==> src/rtl/fp16_pkg.sv <==
`default_nettype none
// ============================================================================
// Module      : fp16_pkg
// Description : Shared binary16 field widths, special encodings, the packed
//               operand struct and classification helpers.
// Revision    : 1.0 - initial release
// ============================================================================
package fp16_pkg;

    localparam int EXP_W = 5;
    localparam int MAN_W = 10;
    localparam int BIAS  = 15;

    localparam logic [15:0] FP16_QNAN = 16'h7E00;
    localparam logic [15:0] FP16_PINF = 16'h7C00;
    localparam logic [15:0] FP16_NINF = 16'hFC00;

    typedef struct packed {
        logic             sign;
        logic [EXP_W-1:0] exp;
        logic [MAN_W-1:0] man;
    } fp16_t;

    function automatic logic fp16_is_nan(input fp16_t x);
        return (x.exp == '1) && (x.man != '0);
    endfunction

endpackage
`default_nettype wire

==> src/rtl/fp16_adds_const_if.sv <==
`default_nettype none
// ============================================================================
// Module      : fp16_adds_const_if
// Description : Valid/ready operand and result stream of the fp16 add-const
//               stage. master = producer/consumer side, slave = the adder.
// Revision    : 1.0 - initial release
// ============================================================================
interface fp16_adds_const_if #(
    parameter int DATA_WIDTH = 16
);
    logic                  en_add;
    logic                  in_ready;
    logic [DATA_WIDTH-1:0] val;
    logic [DATA_WIDTH-1:0] res;
    logic                  res_valid;
    logic                  res_ready;

    modport master (
        output en_add, val, res_ready,
        input  in_ready, res, res_valid
    );

    modport slave (
        input  en_add, val, res_ready,
        output in_ready, res, res_valid
    );
endinterface
`default_nettype wire

==> src/rtl/fp16_round_pack.sv <==
`default_nettype none
// ============================================================================
// Module      : fp16_round_pack
// Description : Combinational round-to-nearest-even and binary16 packing of a
//               normalised 14-bit significand (hidden, 10 mantissa, g, r, s).
// Revision    : 1.0 - initial release
// ============================================================================
module fp16_round_pack
    import fp16_pkg::*;
(
    input  wire logic        i_sign,
    input  wire logic [5:0]  i_exp,
    input  wire logic [13:0] i_sig,
    input  wire logic        i_spec,
    input  wire logic [15:0] i_spec_val,
    output logic      [15:0] o_res
);

    localparam logic [5:0] c_exp_inf = 6'(2 * BIAS + 1);

    logic        w_round_up;
    logic [11:0] w_rnd;
    logic [10:0] w_man;
    logic [5:0]  w_exp;

    // Round on guard/round/sticky, renormalise on carry, then pack or saturate.
    always_comb begin
        w_round_up = i_sig[2] & (i_sig[1] | i_sig[0] | i_sig[3]);
        w_rnd      = {1'b0, i_sig[13:3]} + {11'd0, w_round_up};
        w_man      = w_rnd[10:0];
        w_exp      = i_exp;
        if (w_rnd[11]) begin
            w_man = w_rnd[11:1];
            w_exp = i_exp + 6'd1;
        end
        if (i_spec) begin
            o_res = i_spec_val;
        end else if (w_exp >= c_exp_inf) begin
            o_res = i_sign ? FP16_NINF : FP16_PINF;
        end else begin
            // A clear hidden bit can only occur at exponent 1: encode as subnormal.
            o_res = {i_sign, (w_man[10] ? w_exp[4:0] : 5'd0), w_man[9:0]};
        end
    end

endmodule
`default_nettype wire

==> src/rtl/fp16_adds_const.sv <==
`default_nettype none
// ============================================================================
// Module      : fp16_adds_const
// Description : Three-stage pipelined binary16 adder computing val + ADD_CONST
//               on a valid/ready stream with a global stall.
// Revision    : 1.0 - initial release
// ============================================================================
module fp16_adds_const
    import fp16_pkg::*;
#(
    parameter int          DATA_WIDTH = 16,
    parameter logic [15:0] ADD_CONST  = 16'h4000
) (
    input  wire logic         clk,
    input  wire logic         reset_l,
    fp16_adds_const_if.slave  bus
);

    localparam fp16_t c_k = fp16_t'(ADD_CONST);

    logic [DATA_WIDTH-1:0] w_val_in;
    logic                  w_adv;

    // Stage 1 combinational
    fp16_t       w_op;
    logic        w_val_big;
    logic [4:0]  w_big_exp, w_sml_exp, w_big_e, w_sml_e, w_diff;
    logic [9:0]  w_big_man, w_sml_man;
    logic [10:0] w_big_sig, w_sml_sig;
    logic [27:0] w_wide;
    logic [13:0] w_sig_b;
    logic        w_spec;
    logic [15:0] w_spec_val;

    // Stage 1 registers
    logic        r_s1_valid, r_s1_sign, r_s1_sub, r_s1_spec;
    logic [4:0]  r_s1_exp;
    logic [13:0] r_s1_sig_a, r_s1_sig_b;
    logic [15:0] r_s1_spec_val;

    // Stage 2 combinational
    logic [14:0] w_sum;
    logic [3:0]  w_lzc;
    logic [5:0]  w_lim, w_sh, w_exp2;
    logic [13:0] w_sig2;

    // Stage 2 registers
    logic        r_s2_valid, r_s2_sign, r_s2_spec;
    logic [5:0]  r_s2_exp;
    logic [13:0] r_s2_sig;
    logic [15:0] r_s2_spec_val;

    // Stage 3 / output
    logic [15:0] w_packed;
    logic        r_res_valid;
    logic [15:0] r_res;

    assign w_val_in     = bus.val;
    assign w_adv        = !r_res_valid || bus.res_ready;
    assign bus.in_ready = w_adv;
    assign bus.res      = r_res;
    assign bus.res_valid = r_res_valid;

    // Stage 1: unpack, order by magnitude, align the smaller operand, flag specials.
    always_comb begin
        w_op      = fp16_t'(w_val_in);
        w_val_big = (w_val_in[14:0] >= ADD_CONST[14:0]);
        w_big_exp = w_val_big ? w_op.exp : c_k.exp;
        w_big_man = w_val_big ? w_op.man : c_k.man;
        w_sml_exp = w_val_big ? c_k.exp  : w_op.exp;
        w_sml_man = w_val_big ? c_k.man  : w_op.man;
        w_big_e   = (w_big_exp == 5'd0) ? 5'd1 : w_big_exp;
        w_sml_e   = (w_sml_exp == 5'd0) ? 5'd1 : w_sml_exp;
        w_big_sig = {w_big_exp != 5'd0, w_big_man};
        w_sml_sig = {w_sml_exp != 5'd0, w_sml_man};
        w_diff    = w_big_e - w_sml_e;
        w_wide    = {w_sml_sig, 17'd0} >> w_diff;
        w_sig_b   = (w_diff >= 5'd14) ? {13'd0, |w_sml_sig}
                                      : {w_wide[27:15], |w_wide[14:0]};
        w_spec     = 1'b0;
        w_spec_val = 16'h0000;
        if (fp16_is_nan(w_op)) begin
            w_spec     = 1'b1;
            w_spec_val = FP16_QNAN;
        end else if (w_op.exp == '1) begin
            w_spec     = 1'b1;
            w_spec_val = w_val_in;
        end else if ((w_op.sign != c_k.sign) && (w_val_in[14:0] == ADD_CONST[14:0])) begin
            // Exact cancellation (including -0 + +0) always yields +0.
            w_spec     = 1'b1;
            w_spec_val = 16'h0000;
        end
    end

    // Stage 1 register: captures a new operand whenever the pipe advances.
    always_ff @(posedge clk or negedge reset_l) begin
        if (!reset_l) begin
            r_s1_valid    <= 1'b0;
            r_s1_sign     <= 1'b0;
            r_s1_sub      <= 1'b0;
            r_s1_exp      <= 5'd0;
            r_s1_sig_a    <= 14'd0;
            r_s1_sig_b    <= 14'd0;
            r_s1_spec     <= 1'b0;
            r_s1_spec_val <= 16'h0000;
        end else if (w_adv) begin
            r_s1_valid    <= bus.en_add;
            r_s1_sign     <= w_val_big ? w_op.sign : c_k.sign;
            r_s1_sub      <= w_op.sign ^ c_k.sign;
            r_s1_exp      <= w_big_e;
            r_s1_sig_a    <= {w_big_sig, 3'b000};
            r_s1_sig_b    <= w_sig_b;
            r_s1_spec     <= w_spec;
            r_s1_spec_val <= w_spec_val;
        end
    end

    // Stage 2: add or subtract magnitudes, then normalise (carry right, zeros left).
    always_comb begin
        w_sum  = r_s1_sub ? ({1'b0, r_s1_sig_a} - {1'b0, r_s1_sig_b})
                          : ({1'b0, r_s1_sig_a} + {1'b0, r_s1_sig_b});
        w_lzc  = 4'd14;
        for (int i = 0; i < 14; i++) begin
            if (w_sum[i]) w_lzc = 4'(13 - i);
        end
        w_lim  = {1'b0, r_s1_exp} - 6'd1;
        w_sh   = 6'd0;
        w_sig2 = w_sum[13:0];
        w_exp2 = {1'b0, r_s1_exp};
        if (w_sum[14]) begin
            w_sig2 = {w_sum[14:2], w_sum[1] | w_sum[0]};
            w_exp2 = {1'b0, r_s1_exp} + 6'd1;
        end else begin
            // Stop at exponent 1 so tiny results come out subnormal.
            w_sh   = ({2'b00, w_lzc} > w_lim) ? w_lim : {2'b00, w_lzc};
            w_sig2 = w_sum[13:0] << w_sh;
            w_exp2 = {1'b0, r_s1_exp} - w_sh;
        end
    end

    // Stage 2 register: holds the normalised sum for rounding.
    always_ff @(posedge clk or negedge reset_l) begin
        if (!reset_l) begin
            r_s2_valid    <= 1'b0;
            r_s2_sign     <= 1'b0;
            r_s2_exp      <= 6'd0;
            r_s2_sig      <= 14'd0;
            r_s2_spec     <= 1'b0;
            r_s2_spec_val <= 16'h0000;
        end else if (w_adv) begin
            r_s2_valid    <= r_s1_valid;
            r_s2_sign     <= r_s1_sign;
            r_s2_exp      <= w_exp2;
            r_s2_sig      <= w_sig2;
            r_s2_spec     <= r_s1_spec;
            r_s2_spec_val <= r_s1_spec_val;
        end
    end

    fp16_round_pack u_round_pack (
        .i_sign     (r_s2_sign),
        .i_exp      (r_s2_exp),
        .i_sig      (r_s2_sig),
        .i_spec     (r_s2_spec),
        .i_spec_val (r_s2_spec_val),
        .o_res      (w_packed)
    );

    // Stage 3 register: the result stays put while downstream stalls.
    always_ff @(posedge clk or negedge reset_l) begin
        if (!reset_l) begin
            r_res_valid <= 1'b0;
            r_res       <= 16'h0000;
        end else if (w_adv) begin
            r_res_valid <= r_s2_valid;
            r_res       <= w_packed;
        end
    end

endmodule
`default_nettype wire

==> src/flat_wrapper.sv <==
// flat-port wrapper written by rule: the top's interface ports become plain ports
module fp16_adds_const_flat import fp16_pkg::*;
#(
    parameter int          DATA_WIDTH = 16,
    parameter logic [15:0] ADD_CONST  = 16'h4000
)
  (clk, reset_l, bus_en_add, bus_val, bus_res_ready, bus_in_ready, bus_res, bus_res_valid);
  fp16_adds_const_if #(.DATA_WIDTH(DATA_WIDTH)) bus_i ();
  input  wire logic clk;
  input  wire logic reset_l;
  input wire logic [$bits(bus_i.en_add)-1:0] bus_en_add;
  input wire logic [$bits(bus_i.val)-1:0] bus_val;
  input wire logic [$bits(bus_i.res_ready)-1:0] bus_res_ready;
  output wire logic [$bits(bus_i.in_ready)-1:0] bus_in_ready;
  output wire logic [$bits(bus_i.res)-1:0] bus_res;
  output wire logic [$bits(bus_i.res_valid)-1:0] bus_res_valid;
  assign bus_i.en_add = bus_en_add;
  assign bus_i.val = bus_val;
  assign bus_i.res_ready = bus_res_ready;
  assign bus_in_ready = bus_i.in_ready;
  assign bus_res = bus_i.res;
  assign bus_res_valid = bus_i.res_valid;
  fp16_adds_const #(.DATA_WIDTH(DATA_WIDTH), .ADD_CONST(ADD_CONST)) u_core (.clk(clk), .reset_l(reset_l), .bus(bus_i));
endmodule
==> config.mk <==
export PLATFORM = sky130hd
export DESIGN_NAME = fp16_adds_const_flat
export DESIGN_NICKNAME = d
export VERILOG_FILES = /design/src/rtl/fp16_pkg.sv /design/src/rtl/fp16_adds_const_if.sv /design/src/rtl/fp16_round_pack.sv /design/src/rtl/fp16_adds_const.sv /design/src/flat_wrapper.sv
export SDC_FILE = /design/constraint.sdc
export NUM_CORES = 1
export LEC_CHECK = 0
export ABC_AREA = 1
export CAP_MARGIN = 20
export CORE_ASPECT_RATIO = 2
export CORE_UTILIZATION = 55
export DETAILED_ROUTE_END_ITERATION = 10
export HOLD_SLACK_MARGIN = 0.15
export MAX_ROUTING_LAYER = met4
export PLACE_DENSITY = 0.82
export SYNTH_ARGS = -nofsm -noshare
export SYNTH_HDL_FRONTEND = slang
export SYNTH_SLANG_ARGS = --single-unit
==> constraint.sdc <==
create_clock -name clk -period 4.8 [get_ports clk]
set_input_delay 0.48 -clock clk [delete_from_list [all_inputs] [get_ports clk]]
set_output_delay 0.48 -clock clk [all_outputs]
set_load 0.005 [all_outputs]
## Yosys cells after proc, flatten, opt, wreduce, memory -nomap -nowiden

Index checks and enable logic that the tools add are counted.

| word-level totals | value |
|---|---|
| register bits | 106 |
| input bits | 20 |
| output and inout port bits | 18 |
| word-level logic and storage cells | 84 |

| cells by class | value |
|---|---|
| $add $sub $neg | 8 |
| magnitude comparators | 4 |
| equal/unequal tests | 2 |
| shifts and indexed selects | 2 |
| mux-type cells | 37 |
| bitwise operators | 4 |
| reduce and logical (&&, ||, !) cells | 11 |

Operators with widths:

| kind | number |
|---|---|
| $mux 16 | 5 |
| $mux 4 | 8 |
| $mux 14 | 2 |
| $shr 28x5->28 | 1 |
| $mux 5 | 5 |
| $mux 10 | 2 |
| $mux 6 | 3 |
| $add 14x14->15 | 1 |
| $eq 15x15->1 const B | 1 |
| $ge 15x15->1 const B | 1 |
| $mux 15 | 1 |
| $reduce_or 15->1 | 1 |
| $sub 14x14->15 | 1 |
| $shl 14x6->14 | 1 |
| $add 11x1->12 | 1 |
| $mux 3 | 4 |
| $mux 11 | 1 |
| $reduce_or 11->1 | 1 |
| $logic_not 5->1 | 2 |
| $reduce_bool 10->1 | 1 |
| $reduce_bool 5->1 | 2 |
| $add 5x1->6 const B | 1 |
| $add 6x1->6 const B | 1 |
| $ge 6x5->1 const B | 1 |
| other kinds (13) | 20 |

## Logic depth before layout (Yosys ltp)

| depth | value |
|---|---|
| depth after elaboration | 20 |
| gate-level depth with buffers | 42 |
| gate-level depth less buffers | 42 |

## Hierarchy

From an unflattened synthesis, not the netlist that was laid out.

| second synthesis, totals | value |
|---|---|
| cell total of the unflattened synthesis | 1198 |
| area total of the unflattened synthesis | 8064.0 sq um |

By module, submodules not included:

| module | times used | cells each | area each (sq um) | seq. area each (sq um) |
|---|---|---|---|---|
| fp16_adds_const | 1 | 1025 | 7154.4 | 2652.5 |
| fp16_round_pack | 1 | 173 | 909.6 | 0.0 |

## Least setup slack after synthesis

No wires, ideal clock.

| timing path | value |
|---|---|
| path type | reg-to-reg |
| from | register u_core.r_s1_sig_a[3] |
| to | register u_core.r_s2_exp[5] |
| library setup time | 0.118 ns |
| arrival time | 4.437 ns |
| data required time | 4.682 ns |
| path slack | 0.246 ns |
| cell stages (with the launch flop) | 33 |
| path buffers | 0 |
| clock period less this slack | 4.554 ns |
| cell sequence | dfrtp_1 ha_1 fa_1 or2_2 nand2_1 inv_1 nor3_1 nor2_4 nor2_4 ha_1 nand2_1 o21ai_0 o21ai_0 nand2_1 nand2_1 inv_1 nand2_1 nand2_4 nor2_1 nand2_2 nand2_2 a21oi_1 ha_1 a21oi_1 inv_1 a31oi_1 nor2_1 nor2_1 nor2_1 nor2_1 nand2_1 nand3_1 nand2_1 |

| between the ends | value |
|---|---|
| longest elaborated chain between the ends | 17 |
| elaborated cells between the ends (all ways) | 18 |
| those cells by class | add/sub (3); order compare (1); mux (14) |

Ends and longest elaborated chain:

| what | line | RTL |
|---|---|---|
| from (decl) | fp16_adds_const.sv:38 | `logic [13:0] r_s1_sig_a, r_s1_sig_b;` |
| from (signal assigned) | fp16_adds_const.sv:111 | `r_s1_sig_a <= {w_big_sig, 3'b000};` |
| $add 14x14->15 / $sub 14x14->15 (equally long branches) | fp16_adds_const.sv:121, fp16_adds_const.sv:120 |  |
| $mux 15 (*) | fp16_adds_const.sv:120 | `w_sum = r_s1_sub ? ({1'b0, r_s1_sig_a} - {1'b0, r_s1_sig_b})` |
| $mux 3 (3 in a row) | fp16_adds_const.sv:124 | `if (w_sum[i]) w_lzc = 4'(13 - i);` |
| $mux 4 (8 in a row) | fp16_adds_const.sv:124 |  |
| $gt 4x6->1 | fp16_adds_const.sv:135 | `w_sh = ({2'b00, w_lzc} > w_lim) ? w_lim : {2'b00, w_lzc};` |
| $mux 6 | fp16_adds_const.sv:135 |  |
| $sub 5x6->6 | fp16_adds_const.sv:137 | `w_exp2 = {1'b0, r_s1_exp} - w_sh;` |
| $mux 6 (*) | fp16_adds_const.sv:130 | `if (w_sum[14]) begin` |
| to (signal assigned) | fp16_adds_const.sv:153 | `r_s2_exp <= w_exp2;` |
| to (decl) | fp16_adds_const.sv:49 | `logic [5:0] r_s2_exp;` |

Every way passes the cells marked *; elsewhere a longest branch is shown, timed or not.
A chain may end at the register's enable or synchronous reset.

## Worst setup path after layout

| timing path | value |
|---|---|
| from | register u_core.r_s1_sig_a[9] |
| to | register u_core.r_s2_exp[5] |

| between the ends | value |
|---|---|
| longest elaborated chain between the ends | 11 |
| elaborated cells between the ends (all ways) | 12 |
| those cells by class | add/sub (3); order compare (1); mux (8) |

Ends and longest elaborated chain:

| what | line |
|---|---|
| $add 14x14->15 / $sub 14x14->15 (equally long branches) | fp16_adds_const.sv:121, fp16_adds_const.sv:120 |
| $mux 15 (*) | fp16_adds_const.sv:120 |
| $mux 4 (5 in a row) | fp16_adds_const.sv:124 |
| $gt 4x6->1 | fp16_adds_const.sv:135 |
| $mux 6 | fp16_adds_const.sv:135 |
| $sub 5x6->6 | fp16_adds_const.sv:137 |
| $mux 6 (*) | fp16_adds_const.sv:130 |

Marked as above.

==> summary.md <==
| Metric | Value |
|---|---|
| Worst reg2reg path startpoint | `u_core.r_s1_sig_a[9]$_DFFE_PN0P_` |
| Worst Reg-to-Reg Cells | `35` |
| Worst hold path type | `in2async` |
| Layout cells sized above 1 | `0.183` |
| Worst-path maximum fanout | `5` |
| CTS H-tree lvls | `3` |
| Clock Sinks | `106` |
| Standard-cell rows | `60` |
| Die Y | `approximately 170 microns` |
| Final period utilization | `1.01` |
| Primary FF master, synth | `dfrtp_1` |
| Syn Inst Count | `1104` |
| Final setup viols | `2` |
| Antenna cells | `0` |
| Routed Antenna Nets | `0` |
| Max-Cap Viols | `0` |
| Core area | `13600 sq um` |
| Max VDD drop | `around 0.24 mV` |
| Worst Setup SP | `u_core.r_s1_sig_a[9]$_DFFE_PN0P_` |
| Startpoint Class | `register` |
| Synth top area cells | `dfrtp_1 34%, nand2_1 14%, o21ai_0 7.3%, ha_1 6.3%, nand3_1 6.0%` |
| Slew @ Worst Pin | `0.668 ns` |
| Count leader, synth | `nand2_1` |
| Worst-skew pair later-pin latency | `0.36 ns` |
| Critical Path RT | `5.05 ns` |
| Failing checks | `negative setup slack` |
| Routed wire length | `22600 microns` |
| Full die area | `14500 sq um` |
| 1st-pass router iterations | `6` |
| Fmax | `between 200 and 250 MHz` |
| Power Dens Cells | `~580 nW/um^2` |
| #FFs+latches synth | `106` |
| CP endpoint kind | `register` |
| Setup ws final | `-0.0279 ns` |
| Worst R2R Setup Slack | `-0.03 ns` |
| Max clock buf depth | `2` |
| Per-cell routed wire length | `16.5 microns` |
| Final Util | `0.683` |
| Synthesis-to-finish area growth | `20.2%` |
| Register area share after synthesis | `0.344` |
| Antenna violations before repair | `0` |
| Critical Path AT | `5.08 ns` |
| Min Tclk post-route | `4.83 ns` |
| CTS Buf Count | `9` |
| WS Path Type | `reg2reg` |
| Gr usage total | `0.318` |
| Initial drt markers | `492` |
| Avg Vias per Cell | `5.79` |
| Count of different cell masters after synthesis | `50` |
| Cell area after layout | `9280 sq um` |
| Setup TNS | `-0.0503 ns` |
| Largest net degree at the start of global routing | `67` |
| Clock transition at path regs | `0.07 ns` |
| Via count of the routed design | `7917` |
| Initial Util | `0.568` |
| Status | `complete, but fails checks` |
| RSZ-0062 raised after global routing | `true` |
| Ports | `38` |
| DP Area | `8540 sq um` |
| Clk root buf | `clkbuf_16` |
| Congestion Overflow GR | `0` |
| Syn nets | `1166` |
| Post-place setup slack | `-0.00139 ns` |
| Routability cong. | `1.01` |
| Area leader, netlist | `dfrtp_1` |
| First-pass GRT wire length | `34900 microns` |
| Lkg Pwr | `about 4.5 nW` |
| DRC viols | `0` |
| CTS tree | `done` |
| Vias in the first global route | `7724` |
| Endpoints failing hold | `0` |
| Max-slew violations | `0` |
| Async SR Flop Fraction | `1.00` |
| Clk_skew | `0.0109 ns` |
| Top cell type's share of synthesized area | `0.344` |
| Hold slack | `0.165 ns` |
| Synth warn | `0` |
| Number of synthesized flops with an enable pin | `0` |
| Nets | `1239` |
| Slew headroom | `0.555` |
| I/O Buffers | `37` |
| CP max stage cell | `dfrtp_1` |
| Syn_area_per_cell | `6.99 sq um` |
| Top cells by count, synth | `288 x nand2_1, 118 x inv_1, 113 x o21ai_0` |
| Die X | `between 80 and 90 microns` |
| Worst stage delay on the critical path | `0.43 ns` |
| Mapped Area | `7720 sq um` |
| DP HPWL | `16600 microns` |
## final cells by class
type                    count  area [sq um]
well taps                 186           233
multi-input cells         816          4670
fillers                  1108          4310
inverters                 140           541
flip-flops and latches    106          2650
clock inverters             6          62.6
repair buffers            104           890
clock buffers              10           229
## routing by layer
layer	routed length, microns	GRT usage	vias up
li1	-	-	3772
met1	7330	0.272	3677
met2	12600	0.608	322
met3	831	0.0345	146
met4	1910	0.241	0
met5	0	-	-
## cells in the final DEF, fill, tap and decap left out, types with 13 or more instances in the layout
cell type / count
a21oi_1: 53
a21oi_2: 13
buf_4: 63
clkdlybuf4s50_1: 36
dfrtp_1: 105
ha_1: 28
inv_1: 107
inv_2: 23
nand2_1: 269
nand2_2: 27
nand3_1: 84
nor2_1: 64
o21ai_0: 108
o21ai_1: 14
o22ai_1: 17
xor2_1: 16
## registers in the layout, indices dropped and copies added (netlist names), 5 cells and up
signal,cells
u_core.bus.res,16
u_core.r_s1_spec_val,16
u_core.r_s2_spec_val,16
u_core.r_s1_sig_b,14
u_core.r_s2_sig,14
u_core.r_s1_sig_a,11
u_core.r_s2_exp,6
u_core.r_s1_exp,5
## critical path: cells and delay by family, from the launching register on
family,cells,cell delay [ns]
adder cells (fa/ha/maj),3,0.91
buffers and inverters,3,0.32
flip-flops,1,0.43
AND/OR/NAND/NOR,24,2.58
AO/OA/AOI/OAI,4,0.39
XOR/XNOR,1,0.06
## repair_timing
| item | 4_1_cts | 5_1_grt |
|---|---|---|
| pin swaps | 0 | 40 |
| resized for setup | 2 | 93 |
| hold buffers | 0 | 0 |
| setup buffers | 0 | 12 |
| setup endpoints to repair | 2 | 5 |
## final timing paths
path / end
worst min register to register: u_core.bus.res_valid$_DFFE_PN0P_
worst min-delay path: u_core.r_s1_sig_b[2]$_DFFE_PN0P_
max in group asynchronous: u_core.r_s1_spec_val[1]$_DFFE_PN0P_
worst max register to register: u_core.r_s2_exp[5]$_DFFE_PN0P_
min in group clk: u_core.bus.res_valid$_DFFE_PN0P_
worst max-delay path: u_core.r_s2_exp[5]$_DFFE_PN0P_
## through the flow
step           cells  total power, mW
2_1_floorplan   1104             3.33
3_3_place_gp    1340             4.25
3_5_place_dp    1340             4.31
4_1_cts         1356             5.05
5_1_grt         1368             5.84
6_report        1368             5.42
## kinds of logic after synthesis
family | Yosys count | synth area share
XOR/XNOR | 19 | 0.0216
adder cells (fa/ha/maj) | 42 | 0.0710
flip-flops | 106 | 0.344
buffers and inverters | 182 | 0.0952
AO/OA/AOI/OAI | 228 | 0.162
AND/OR/NAND/NOR | 522 | 0.300
multiplexers | 5 | 0.00648
## power by group
| group | leakage (nW) | total [mW] | switching [mW] | internal [mW] |
|---|---|---|---|---|
| logic | 3.01 | 3.39 | 2.03 | 1.36 |
| clock network | 0.142 | 0.724 | 0.359 | 0.365 |
| registers | 1.36 | 1.31 | 0.189 | 1.12 |
| total | 4.51 | 5.42 | 2.57 | 2.85 |
(Power assumes the default switching activity.)
==> edit (same settings) <==
`ADD_CONST` is set to 16'h4000 in 2 places; all go to 16'h3000.
--- a/src/rtl/fp16_adds_const.sv
+++ b/src/rtl/fp16_adds_const.sv
@@ -10,5 +10,5 @@
 #(
     parameter int          DATA_WIDTH = 16,
-    parameter logic [15:0] ADD_CONST  = 16'h4000
+    parameter logic [15:0] ADD_CONST  = 16'h3000
 ) (
     input  wire logic         clk,
--- a/src/flat_wrapper.sv
+++ b/src/flat_wrapper.sv
@@ -3,5 +3,5 @@
 #(
     parameter int          DATA_WIDTH = 16,
-    parameter logic [15:0] ADD_CONST  = 16'h4000
+    parameter logic [15:0] ADD_CONST  = 16'h3000
 )
   (clk, reset_l, bus_en_add, bus_val, bus_res_ready, bus_in_ready, bus_res, bus_res_valid);
Check against the original RTL: not equivalent (Yosys sat finds a counterexample within 4 cycles, from zero or initial values and one cycle with reset_l low).
==> edit against the original RTL <==
The run still ends with setup timing left; worst setup slack worse by 22 ps; area after synthesis grew 0.11%; total power grew 4.7%; final area fell by 0.54%; synthesized cell count decreased by 0.18%; sequential cell count unchanged; final cell count shrank 0.22%; clock power is 10% higher; critical path type unchanged; sequential share of layout area grew 0.16 points; wire length is 3.9% higher; clock skew grew 1.3 ps; critical path depth up 3.
==> edit: results (changes against the original RTL) <==
\begin{tabular}{lr}
\hline
Metric & Value \\
\hline
\multicolumn{2}{l}{\textbf{Status}} \\
Outcome & finished, violations left \\
Failing checks & setup timing \\
\multicolumn{2}{l}{\textbf{Cells and area}} \\
Diodes inserted & 0 (unchanged) \\
Fillers & 1124 (+1.4\%) \\
Share of layout cells above drive strength 1 & 0.1561 (-0.02668) \\
\multicolumn{2}{l}{\textbf{Detailed routing}} \\
Final Routed Wirelength & 23.53 mm (+3.9\%) \\
Sum of met2 wire segment lengths after detailed routing & 12.87 mm (+2.3\%) \\
Routed length on met3 & 832 um (+0.12\%) \\
Total via count in the routed design & 8023 (+1.3\%) \\
Initial DRC count & 554 (+13\%) \\
DRT Pass-1 Iters & 7 (+1) \\
Met1 wire length & 7.515 mm (+2.6\%) \\
\multicolumn{2}{l}{\textbf{Setup path}} \\
Critical path origin & u\_core.r\_s1\_sig\_b[10] \\
Largest stage delay on the critical path & 390 ps (-40 ps) \\
Largest delay share family, worst path & simple AND/OR/NAND/NOR gates \\
Worst Reg2Reg Path Length in Cells & 38 (+8.6\%) \\
Critical path fanouts, max & 6 (+1) \\
\multicolumn{2}{l}{\textbf{GRT}} \\
Global-route wire length before repair & 36.90 mm (+5.6\%) \\
GRT Overall Usage & 0.3400 (+0.02205) \\
Pin count of the biggest net entering global routing & 109 (+63\%) \\
Number of global-route vias before repair & 7857 (+1.7\%) \\
\multicolumn{2}{l}{\textbf{Clock tree}} \\
Number of levels in the clock H-tree & 3 (unchanged) \\
Cell at the root of the clock tree & clkbuf\_16 \\
\multicolumn{2}{l}{\textbf{Timing}} \\
Layout Skew & 12.15 ps (+1.252 ps) \\
Count of endpoints failing setup in the final report & 1 (-1) \\
Worst slew margin & 0.3177 (-0.2370) \\
Post-layout worst setup margin & -50.11 ps (-22.23 ps) \\
\multicolumn{2}{l}{\textbf{Place}} \\
Estimated wirelength of the detail-placed design & 17.37 mm (+4.7\%) \\
RePlAce Congestion & 1.001 (-0.79\%) \\
Worst slack at placement & -75.48 ps (-74.09 ps) \\
Count of buffers from port buffering & 37 (unchanged) \\
\multicolumn{2}{l}{\textbf{Synth}} \\
Fraction of the yosys area taken by sequential cells & 0.3433 (-0.0003895) \\
Cell types occupying the most area after synthesis & dfrtp\_1 34\%, nand2\_1 13\%, inv\_1 6.9\%, nand3\_1 6.6\%, ha\_1 6.3\% \\
Top cells by instance count after synthesis & 268 x nand2\_1, 142 x inv\_1, 106 x dfrtp\_1, 102 x nand3\_1, 96 x o21ai\_0 \\
Share of synthesized registers carrying an async set or reset & 1.000 (unchanged) \\
Cell variety after synth & 49 (-2.0\%) \\
Synthesized Nets & 1164 (-0.17\%) \\
\multicolumn{2}{l}{\textbf{Power and ir drop}} \\
Worst vdd rail ir drop & 0.3276 mV (+36\%) \\
Switch share & 0.4802 (+0.005318) \\
Leak & 4.539 nW (+0.61\%) \\
\hline
\end{tabular}
[edit: what timing repair did]
item / in CTS / in global routing
resized for setup: 12 / 60
setup buffers: 2 / 12
endpoints found under the setup margin: 2 / 5
gates cloned: 0 / 0
pin swaps: 1 / 25
hold endpoints to repair: 0 / 0
[edit: stage by stage]
stage / setup TNS [ps] / cells / instance area, um^2
floorplan: 0 / 1102 / 7727
global placement: 0 / 1335 / 8516
detailed placement: -87.23 / 1335 / 8516
CTS: 0 / 1353 / 8886
global route: -1031 / 1365 / 9225
finish: -50.11 / 1365 / 9225
[edit: cell families after synthesis]
group,after synthesis,synth area share
compound gates,223,0.1652
xor+xnor,17,0.01927
fa+ha+maj,42,0.07092
buf+inv,192,0.09909
flops,106,0.3433
mux,10,0.01295
simple gates,512,0.2893
[edit: layer usage]
| metal | track usage | up-vias |
|---|---|---|
| met5 | - | - |
| met1 | 0.2902 | 3735 |
| li1 | - | 3771 |
| met3 | 0.04280 | 180 |
| met2 | 0.6310 | 337 |
| met4 | 0.2920 | 0 |
[edit: final cells by class]
cell class | instances | share of cell area
multi-input cells | 804 | 0.4978
inverters | 152 | 0.06212
well taps | 186 | 0.02523
clock buffers | 10 | 0.02482
repair buffers | 101 | 0.09318
clock inverters | 6 | 0.009223
flip-flops and latches | 106 | 0.2877
[edit: how the worst min path moves through the flow]
stage / end / slack [ps]
2_1_floorplan: u_core.bus.res[0] / 180
3_3_place_gp: u_core.bus.res_valid / 460
3_5_place_dp: u_core.bus.res_valid / 460
4_1_cts: u_core.r_s2_sig[5] / 210
5_1_grt: u_core.r_s1_sig_b[0] / 250
6_report: u_core.r_s1_spec_val[4] / 180
[edit: power by group through the flow]
stage | clock network, mW | registers, mW | logic, mW
global placement | 0 | 1.30 | 3.10
CTS | 0.795 | 1.30 | 3.21
floorplan | 0 | 1.27 | 2.12
detailed placement | 0 | 1.31 | 3.15
finish | 0.798 | 1.30 | 3.57
global route | 0.835 | 1.33 | 3.95
